<file path="src/rtl/tile_iter_ctrl.sv">
// Tile iteration controller: walks a layer as K-group-outer / pixel-inner tiles
// and presents one valid/ready tile descriptor per cycle at sustained ready.
module tile_iter_ctrl #(
  parameter int unsigned CNT_W = 32
) (
  input  logic             clk,
  input  logic             rst_n,
  input  logic             start,
  input  logic [1:0]       layer_type,
  input  logic [CNT_W-1:0] tile_n,
  input  logic [CNT_W-1:0] total_n,
  input  logic [7:0]       out_C,
  input  logic [7:0]       tile_K,
  input  logic             tile_ready,
  output logic             tile_valid,
  output logic [CNT_W-1:0] n_base,
  output logic [CNT_W-1:0] n_len,
  output logic [7:0]       k_base,
  output logic [7:0]       k_len,
  output logic             last_tile,
  output logic             busy,
  output logic             done,
  output logic             err,
  output logic [CNT_W-1:0] tile_cnt
);

  typedef enum logic [1:0] {IDLE, CHECK, ISSUE, FIN} state_t;

  state_t           state_q, state_d;
  logic [1:0]       type_q;
  logic [CNT_W-1:0] tile_n_q, total_n_q, n_base_q, tile_cnt_q;
  logic [7:0]       out_c_q, tile_k_q, k_base_q;
  logic             rej_q;

  logic [CNT_W:0]   n_rem, n_end;
  logic [CNT_W-1:0] n_len_raw;
  logic [8:0]       k_rem, k_end;
  logic [7:0]       k_len_raw;
  logic             n_wrap, k_wrap, issue, xfer, last, reject;

  // Remainders and end points are one bit wider so total_n near 2^CNT_W cannot wrap.
  always_comb begin
    n_rem     = {1'b0, total_n_q} - {1'b0, n_base_q};
    n_len_raw = ({1'b0, tile_n_q} < n_rem) ? tile_n_q : n_rem[CNT_W-1:0];
    n_end     = {1'b0, n_base_q} + {1'b0, n_len_raw};
    n_wrap    = (n_end == {1'b0, total_n_q});
    k_rem     = {1'b0, out_c_q} - {1'b0, k_base_q};
    k_len_raw = ({1'b0, tile_k_q} < k_rem) ? tile_k_q : k_rem[7:0];
    k_end     = {1'b0, k_base_q} + {1'b0, k_len_raw};
    k_wrap    = (k_end == {1'b0, out_c_q});
  end

  assign issue  = (state_q == ISSUE);
  assign xfer   = issue && tile_ready;
  assign last   = issue && n_wrap && k_wrap;
  assign reject = (tile_n_q == '0) || (total_n_q == '0) || (out_c_q == '0) ||
                  (tile_k_q == '0) || ((type_q == 2'd0) && (tile_n_q[1:0] != 2'b00));

  always_ff @(posedge clk) begin
    if (!rst_n) state_q <= IDLE;
    else        state_q <= state_d;
  end

  always_comb begin
    state_d = state_q;
    unique case (state_q)
      IDLE:  if (start) state_d = CHECK;
      CHECK: state_d = reject ? FIN : ISSUE;
      ISSUE: if (xfer && last) state_d = FIN;
      FIN:   state_d = IDLE;
      default: state_d = IDLE;
    endcase
  end

  always_ff @(posedge clk) begin
    if (!rst_n) begin
      type_q     <= '0;
      tile_n_q   <= '0;
      total_n_q  <= '0;
      out_c_q    <= '0;
      tile_k_q   <= '0;
      n_base_q   <= '0;
      k_base_q   <= '0;
      tile_cnt_q <= '0;
      rej_q      <= 1'b0;
    end else begin
      unique case (state_q)
        IDLE: if (start) begin
          type_q     <= layer_type;
          tile_n_q   <= tile_n;
          total_n_q  <= total_n;
          out_c_q    <= out_C;
          tile_k_q   <= tile_K;
          tile_cnt_q <= '0;
          rej_q      <= 1'b0;
        end
        CHECK: begin
          rej_q    <= reject;
          n_base_q <= '0;
          k_base_q <= '0;
        end
        ISSUE: if (xfer) begin
          tile_cnt_q <= tile_cnt_q + CNT_W'(1);
          if (!last) begin
            if (n_wrap) begin
              n_base_q <= '0;
              k_base_q <= k_base_q + tile_k_q;
            end else begin
              n_base_q <= n_base_q + tile_n_q;
            end
          end
        end
        default: ;
      endcase
    end
  end

  assign tile_valid = issue;
  assign n_base     = n_base_q;
  assign n_len      = issue ? n_len_raw : '0;
  assign k_base     = k_base_q;
  assign k_len      = issue ? k_len_raw : '0;
  assign last_tile  = last;
  assign busy       = (state_q != IDLE);
  assign done       = (state_q == FIN);
  assign err        = (state_q == FIN) && rej_q;
  assign tile_cnt   = tile_cnt_q;

endmodule

</file>
<file path="config.mk">
export PLATFORM = sky130hd
export DESIGN_NAME = tile_iter_ctrl
export DESIGN_NICKNAME = d
export VERILOG_FILES = /design/src/rtl/tile_iter_ctrl.sv
export SDC_FILE = /design/constraint.sdc
export NUM_CORES = 1
export LEC_CHECK = 0
export CORE_AREA = 2 2 196 198
export CTS_CLUSTER_DIAMETER = 30
export DETAILED_ROUTE_END_ITERATION = 6
export DIE_AREA = 0 0 198 200
export HOLD_SLACK_MARGIN = 0.15
export MAX_ROUTING_LAYER = met4
export SYNTH_ARGS = -nofsm -noshare
export SYNTH_HDL_FRONTEND = slang
export SYNTH_SLANG_ARGS = --single-unit
</file>
<file path="constraint.sdc">
create_clock -name clk -period 15.2 [get_ports clk]
set_input_delay 1.52 -clock clk [delete_from_list [all_inputs] [get_ports clk]]
set_output_delay 1.52 -clock clk [all_outputs]
set_load 0.02 [all_outputs]
</file>
# Word-level counts from Yosys, hierarchy flattened
# Cells that the tools add are included.
dict set report word_totals {
  regBits 157
  in_bits 86
  output_inout_bits 117
  elab_cells 77
}
dict set report op_classes {
  addsub 7
  magnitude_cmp 2
  eq_ne 10
  mux 21
  n_reduce_logical 27
}
# cell count
set ops {}
lappend ops {{32-bit two-way mux} 7}
lappend ops {{32-bit case mux with 2 select lines} 2}
lappend ops {{32-bit logical NOT} 2}
lappend ops {{8-bit two-way mux} 5}
lappend ops {{32-bit by 32-bit adder with 33-bit output} 1}
lappend ops {{33-bit by 32-bit == test with 1-bit output} 1}
lappend ops {{32-bit by 33-bit < comparator with 1-bit output} 1}
lappend ops {{32-bit by 32-bit subtractor with 33-bit output} 1}
lappend ops {{32-bit by 1-bit adder with 32-bit output, second input constant} 1}
lappend ops {{32-bit adder} 1}
lappend ops {{8-bit logical NOT} 2}
lappend ops {{8-bit case mux with 2 select lines} 1}
lappend ops {{2-bit nonzero test} 5}
lappend ops {{8-bit by 8-bit adder with 9-bit output} 1}
lappend ops {{9-bit by 8-bit == test with 1-bit output} 1}
lappend ops {{8-bit by 9-bit < comparator with 1-bit output} 1}
lappend ops {{8-bit by 8-bit subtractor with 9-bit output} 1}
lappend ops {{8-bit adder} 1}
lappend ops {{2-bit case mux with 4 select lines} 1}
lappend ops {{1-bit logical AND} 6}
lappend ops {{2-bit inequality test, second input constant} 3}
lappend ops {{2-bit AND reduction} 3}
lappend ops {{3-bit AND reduction} 2}
lappend ops {{2-bit == test, second input constant} 2}
lappend ops {{other kinds (8)} 15}

# Longest topological paths before layout
dict set report depth {
  word_depth 10
  ltp_mapped 41
  depth_no_buf 39
}

# Worst setup path before layout
# No wires, ideal clock.
dict set report synth_path {
  path_kind {flip-flop to output port}
  from {reg n_base_q[1], in the netlist n_base[1]}
  to {out last_tile}
  arrival_time_ns 8.436
  required_time_ns 13.680
  path_slack_ns 5.244
  stages_incl_launch_ff 37
  path_buffers 2
  cell_sequence {dfxtp_1 -> inv_1 -> fa_1 -> a21o_1 -> a21oi_1 -> o21ai_0 -> a2111oi_0 -> o41ai_1 -> a21oi_1 -> o21bai_1 -> a21oi_1 -> xnor2_1 -> inv_1 -> ha_1 -> a21o_1 -> a21oi_1 -> nor2b_1 -> o211ai_1 -> a31oi_1 -> nor3_1 -> a21oi_1 -> o211ai_1 -> clkbuf_1 -> mux2_2 -> ha_1 -> buf_2 -> a21oi_1 -> nor2_1 -> nor3_1 -> nand4_1 -> or4_1 -> nor3_1 -> o211ai_1 -> or4_1 -> a21oi_1 -> nand4_1 -> nor4_1}
}
dict set report synth_via {
  elab_chain_cells 7
}
# element line
set synth_lines {}
lappend synth_lines {{from (decl)} 31} ;# logic [CNT_W-1:0] tile_n_q, total_n_q, n_base_q, tile_cnt_q;
lappend synth_lines {{from (signal assigned)} 109} ;# n_base_q <= n_base_q + tile_n_q;
lappend synth_lines {{32-bit by 32-bit subtractor with 33-bit output} 43} ;# n_rem = {1'b0, total_n_q} - {1'b0, n_base_q};
lappend synth_lines {{32-bit by 33-bit < comparator with 1-bit output} 44} ;# n_len_raw = ({1'b0, tile_n_q} < n_rem) ? tile_n_q : n_rem[CNT_W-1:0];
lappend synth_lines {{32-bit two-way mux} 44}
lappend synth_lines {{32-bit by 32-bit adder with 33-bit output *} 45} ;# n_end = {1'b0, n_base_q} + {1'b0, n_len_raw};
lappend synth_lines {{33-bit by 32-bit == test with 1-bit output *} 46} ;# n_wrap = (n_end == {1'b0, total_n_q});
lappend synth_lines {{1-bit logical AND * (2 in a row)} 55} ;# assign last = issue && n_wrap && k_wrap;
lappend synth_lines {{to (decl)} 20} ;# output logic last_tile,
# Every way passes the cells marked *; elsewhere a longest branch is shown, timed or not.

# Worst setup path in the final report
# Same ends and word-level chain as after synthesis.

==> flow_summary_export.csv <==
group,metric,value,unit
logic_synthesis,post_synth_inst_count,1961,
clock_tree,count_of_hold_buffers_inserted_by_post_cts_repair,0,
critical_path,worst-path-buf-inv,5,
clock_tree,ctsRootBufferMaster,"sky130_fd_sc_hd__clkbuf_16",
timing,worst_slew_margin_rel,17.6,%
clock_tree,cts.clk_slew.worst_paths,0.07,ns
floorplan,initial_core_util,39.5,%
global_routing,grt_first_pass_wirelength,80100,µm
timing,final.setup_skew,0.0115,ns
timing,total_setup_violations_reported_at_the_end_of_the_flow,0,
logic_synthesis,synth.distinct_cells,87,
logic_synthesis,yosys_warnings,0,
clock_tree,quantity_of_gates_resized_following_cts,0,
critical_path,critPathSlowestCell,"sky130_fd_sc_hd__clkdlybuf4s50_1",
power_and_ir_drop,power_density,138,mW/mm²
global_routing,grt_pass1_vias,14300,
placement,hpwlAfterDp,40800,µm
clock_tree,tritoncts,"done",
drt,route.detailed.drc,0,
critical_path,setup.reg_to_reg.worst_slack,4.38,ns
placement,place.detailed.instances,2618,
floorplan,die-area,0.0396,mm²
critical_path,crit_cells,35,
logic_synthesis,synth.top_cell.area_share,21.3,%
logic_synthesis,netlist.top_cell.by_area,"sky130_fd_sc_hd__dfxtp_1",
logic_synthesis,ys_dominant_reg_cell,"sky130_fd_sc_hd__dfxtp_1",
drt,detail_route.vias_per_cell,5.61,
run,drv_cap,0,
logic_synthesis,post_synth_instance_area,0.0148,mm²
finish,areaGrowthSynthToFinish,20.3,%
floorplan,top_level_ports,203,
drt,ant_nets,0,
finish,n_antenna_cell,0,
hold_path,min_path_type,"flip-flop to flip-flop",
logic_synthesis,synth_async_sr_flop_share,0,%
global_routing,grt_max_degree,88,
floorplan,die_w,198,µm
finish,final-instance-count-excl-fill,2648,
logic_synthesis,number_of_nets_in_the_synthesized_netlist,2221,
finish,final_cell_area,0.0178,mm²
timing,max_freq,0.0824,GHz
clock_tree,clock_tree.htree_level_count,4,
power_and_ir_drop,leakagePower,7.42,nW
status,status,"finished clean",
floorplan,die_h,200,µm
finish,final_net_count,2386,
clock_tree,cts_post_setup_buffers_inserted,0,
global_routing,grt_util_all_layers,26.8,%
logic_synthesis,synth.yosys.seq_area_share,21.3,%
critical_path,worst_r2r_endpoint,"k_base[1]$_SDFFE_PN0P_",
clock_tree,worst_skew_pair.late_latency,0.46,ns
global_routing,grt_overflow,0,
timing,timing.final.max_slew_violations,0,
finish,post_route_cells_drive_above_1_share,3.98,%
power_and_ir_drop,ir_worst_vdd,83.6,µV
logic_synthesis,synthesis.area_per_instance,7.53,µm²
critical_path,timing.critical_path.required,13.68,ns
timing,fin_hold_ws,0.469,ns
power_and_ir_drop,fin_total_pwr,0.00245,W
logic_synthesis,post_synth_main_area_contributors,"sky130_fd_sc_hd__dfxtp_1, sky130_fd_sc_hd__ha_1, sky130_fd_sc_hd__a21oi_1",
floorplan,placementRows,71,
hold_path,hold_end,"type_q[1]$_SDFFE_PN0P_",
logic_synthesis,synth_enable_flop_cells,0,
critical_path,worst_setup_path_start_kind,"flip-flop",
clock_tree,cts_buffers,17,
logic_synthesis,most_instantiated_library_cell_after_synthesis,"sky130_fd_sc_hd__nand2_1",
floorplan,core-area,0.0374,mm²
drt,drt_pass1_iterations,6,
logic_synthesis,commonest_cells_in_the_synthesized_netlist,"sky130_fd_sc_hd__nand2_1, sky130_fd_sc_hd__a21oi_1, sky130_fd_sc_hd__ha_1",
timing,setup_total_negative_slack,0,ns
clock_tree,clock_sink_count,157,
placement,dpl-instance-area,0.0172,mm²
critical_path,worstPathArrival,10.62,ns
drt,drt-total-wl,51200,µm
clock_tree,clock_tree.buffer_depth,2,
drt,first_drt_iteration_drcs,734,
global_routing,antenna_violations_before_repair,0,
timing,rsz0062_at_grt,"false",
hold_path,hold_path.startpoint,"type_q[1]$_SDFFE_PN0P_",
hold_path,depth_of_the_worst_hold_timing_path,2,
placement,gp_congestion,0.926,
critical_path,setup.worst_path.class,"flip-flop to primary output",
placement,portBuffers,202,
drt,routed_wire_length_per_instance,19.3,µm
timing,post-route-period-util,79.9,%
timing,worstMarginPinSlew,1.24,ns
critical_path,cp_common_cell,"sky130_fd_sc_hd__o21ai_0",
critical_path,critical_path_peak_fanout,60,
timing,hold_violations,0,
critical_path,worst_setup_path_end_kind,"primary output",
critical_path,largest_delay_share_family_worst_path,"compound AO/OA/AOI/OAI gates",
timing,finalWorstPathRequiredPeriod,12.14,ns
critical_path,critical_path.max_stage_delay,0.70,ns
critical_path,critical_path.reg2reg.startpoint,"n_base[1]$_SDFFE_PN0P_",
drt,routed_via_count,14900,
critical_path,worst_r2r_path_depth,34,
logic_synthesis,yosys_register_bits,157,
[through the flow]
stage	util (%)	worst slack, ns
after floorplan	-	5.24
after detailed placement	46.1	3.58
after global placement	46.1	3.82
final	47.5	3.06
after CTS	47.5	3.03
after global routing	47.5	2.16
[placed cells by master (no fill, tap or decap), types with 26 or more instances in the layout]
master                              n
sky130_fd_sc_hd__dfxtp_1          157
sky130_fd_sc_hd__nand3_1           42
sky130_fd_sc_hd__o21a_1            26
sky130_fd_sc_hd__xnor2_1           76
sky130_fd_sc_hd__nor4_1            32
sky130_fd_sc_hd__and2_1            44
sky130_fd_sc_hd__clkdlybuf4s50_1  202
sky130_fd_sc_hd__nor2_1           125
sky130_fd_sc_hd__nand2_1          283
sky130_fd_sc_hd__a21oi_1          214
sky130_fd_sc_hd__a22o_1            35
sky130_fd_sc_hd__o21ai_0           95
sky130_fd_sc_hd__xor2_1            67
sky130_fd_sc_hd__a21o_1            53
sky130_fd_sc_hd__ha_1             167
sky130_fd_sc_hd__inv_1            114
sky130_fd_sc_hd__nand4_1           45
[layout make-up]
cell class,instances,area [µm²]
Clock buffer,20,437
Clock inverter,10,93.8
Fill cell,3767,19600
Inverter,115,432
Multi-Input combinational cell,1624,10900
Sequential cell,157,3140
Tap cell,511,639
Timing Repair Buffer,211,2090
[metal layers]
layer / part of all wire, % / wire (µm) / track usage (%) / vias up
met1: 49 / 24900 / 35.5 / 7063
met5: 0 / 0 / - / -
met2: 46 / 23500 / 43.1 / 314
met4: 1.9 / 960 / 7.27 / 0
li1: - / - / - / 7417
met3: 3.5 / 1780 / 3.33 / 56
[cell families after synthesis]
group / after synthesis / share of synthesized area (%)
AND/OR/NAND/NOR: 703 / 23.1
AO/OA/AOI/OAI: 576 / 25.3
buffers and inverters: 180 / 4.80
adder cells (fa/ha/maj): 174 / 15.0
flip-flops: 157 / 21.3
XOR/XNOR: 143 / 8.48
multiplexers: 28 / 2.04
[worst register-to-register path: cells and delay by family (launching register included)]
family,cells,cell delay [ns]
AO/OA/AOI/OAI,15,5.22
XOR/XNOR,1,0.18
adder cells (fa/ha/maj),4,1.14
buffers and inverters,5,1.12
flip-flops,1,0.46
AND/OR/NAND/NOR,9,2.66
[how the worst max path moves through the flow]
stage                                 from   endpoint  slack, ns
finish              n_base[1]$_SDFFE_PN0P_  last_tile       3.06
floorplan           n_base[1]$_SDFFE_PN0P_  last_tile       5.24
global route        n_base[1]$_SDFFE_PN0P_  last_tile       2.16
global placement    n_base[1]$_SDFFE_PN0P_  last_tile       3.82
CTS                 n_base[1]$_SDFFE_PN0P_  last_tile       3.03
detailed placement  n_base[1]$_SDFFE_PN0P_  last_tile       3.58
[sequential cells by signal (all words and copies together), names as in the netlist]
name,cells
total_n_q,32
n_base,32
rej_q,1
tile_n_q,32
out_c_q,8
state_q,2
k_base,8
type_q,2
tile_k_q,8
tile_cnt,32
[report_power, final]
part	internal, W	switching [W]
clock network	0.000223	0.000188
registers	0.000459	0.0000862
logic	0.000584	0.000913
total	0.00127	0.00119
No activity file was read; power rests on OpenSTA's default activity.
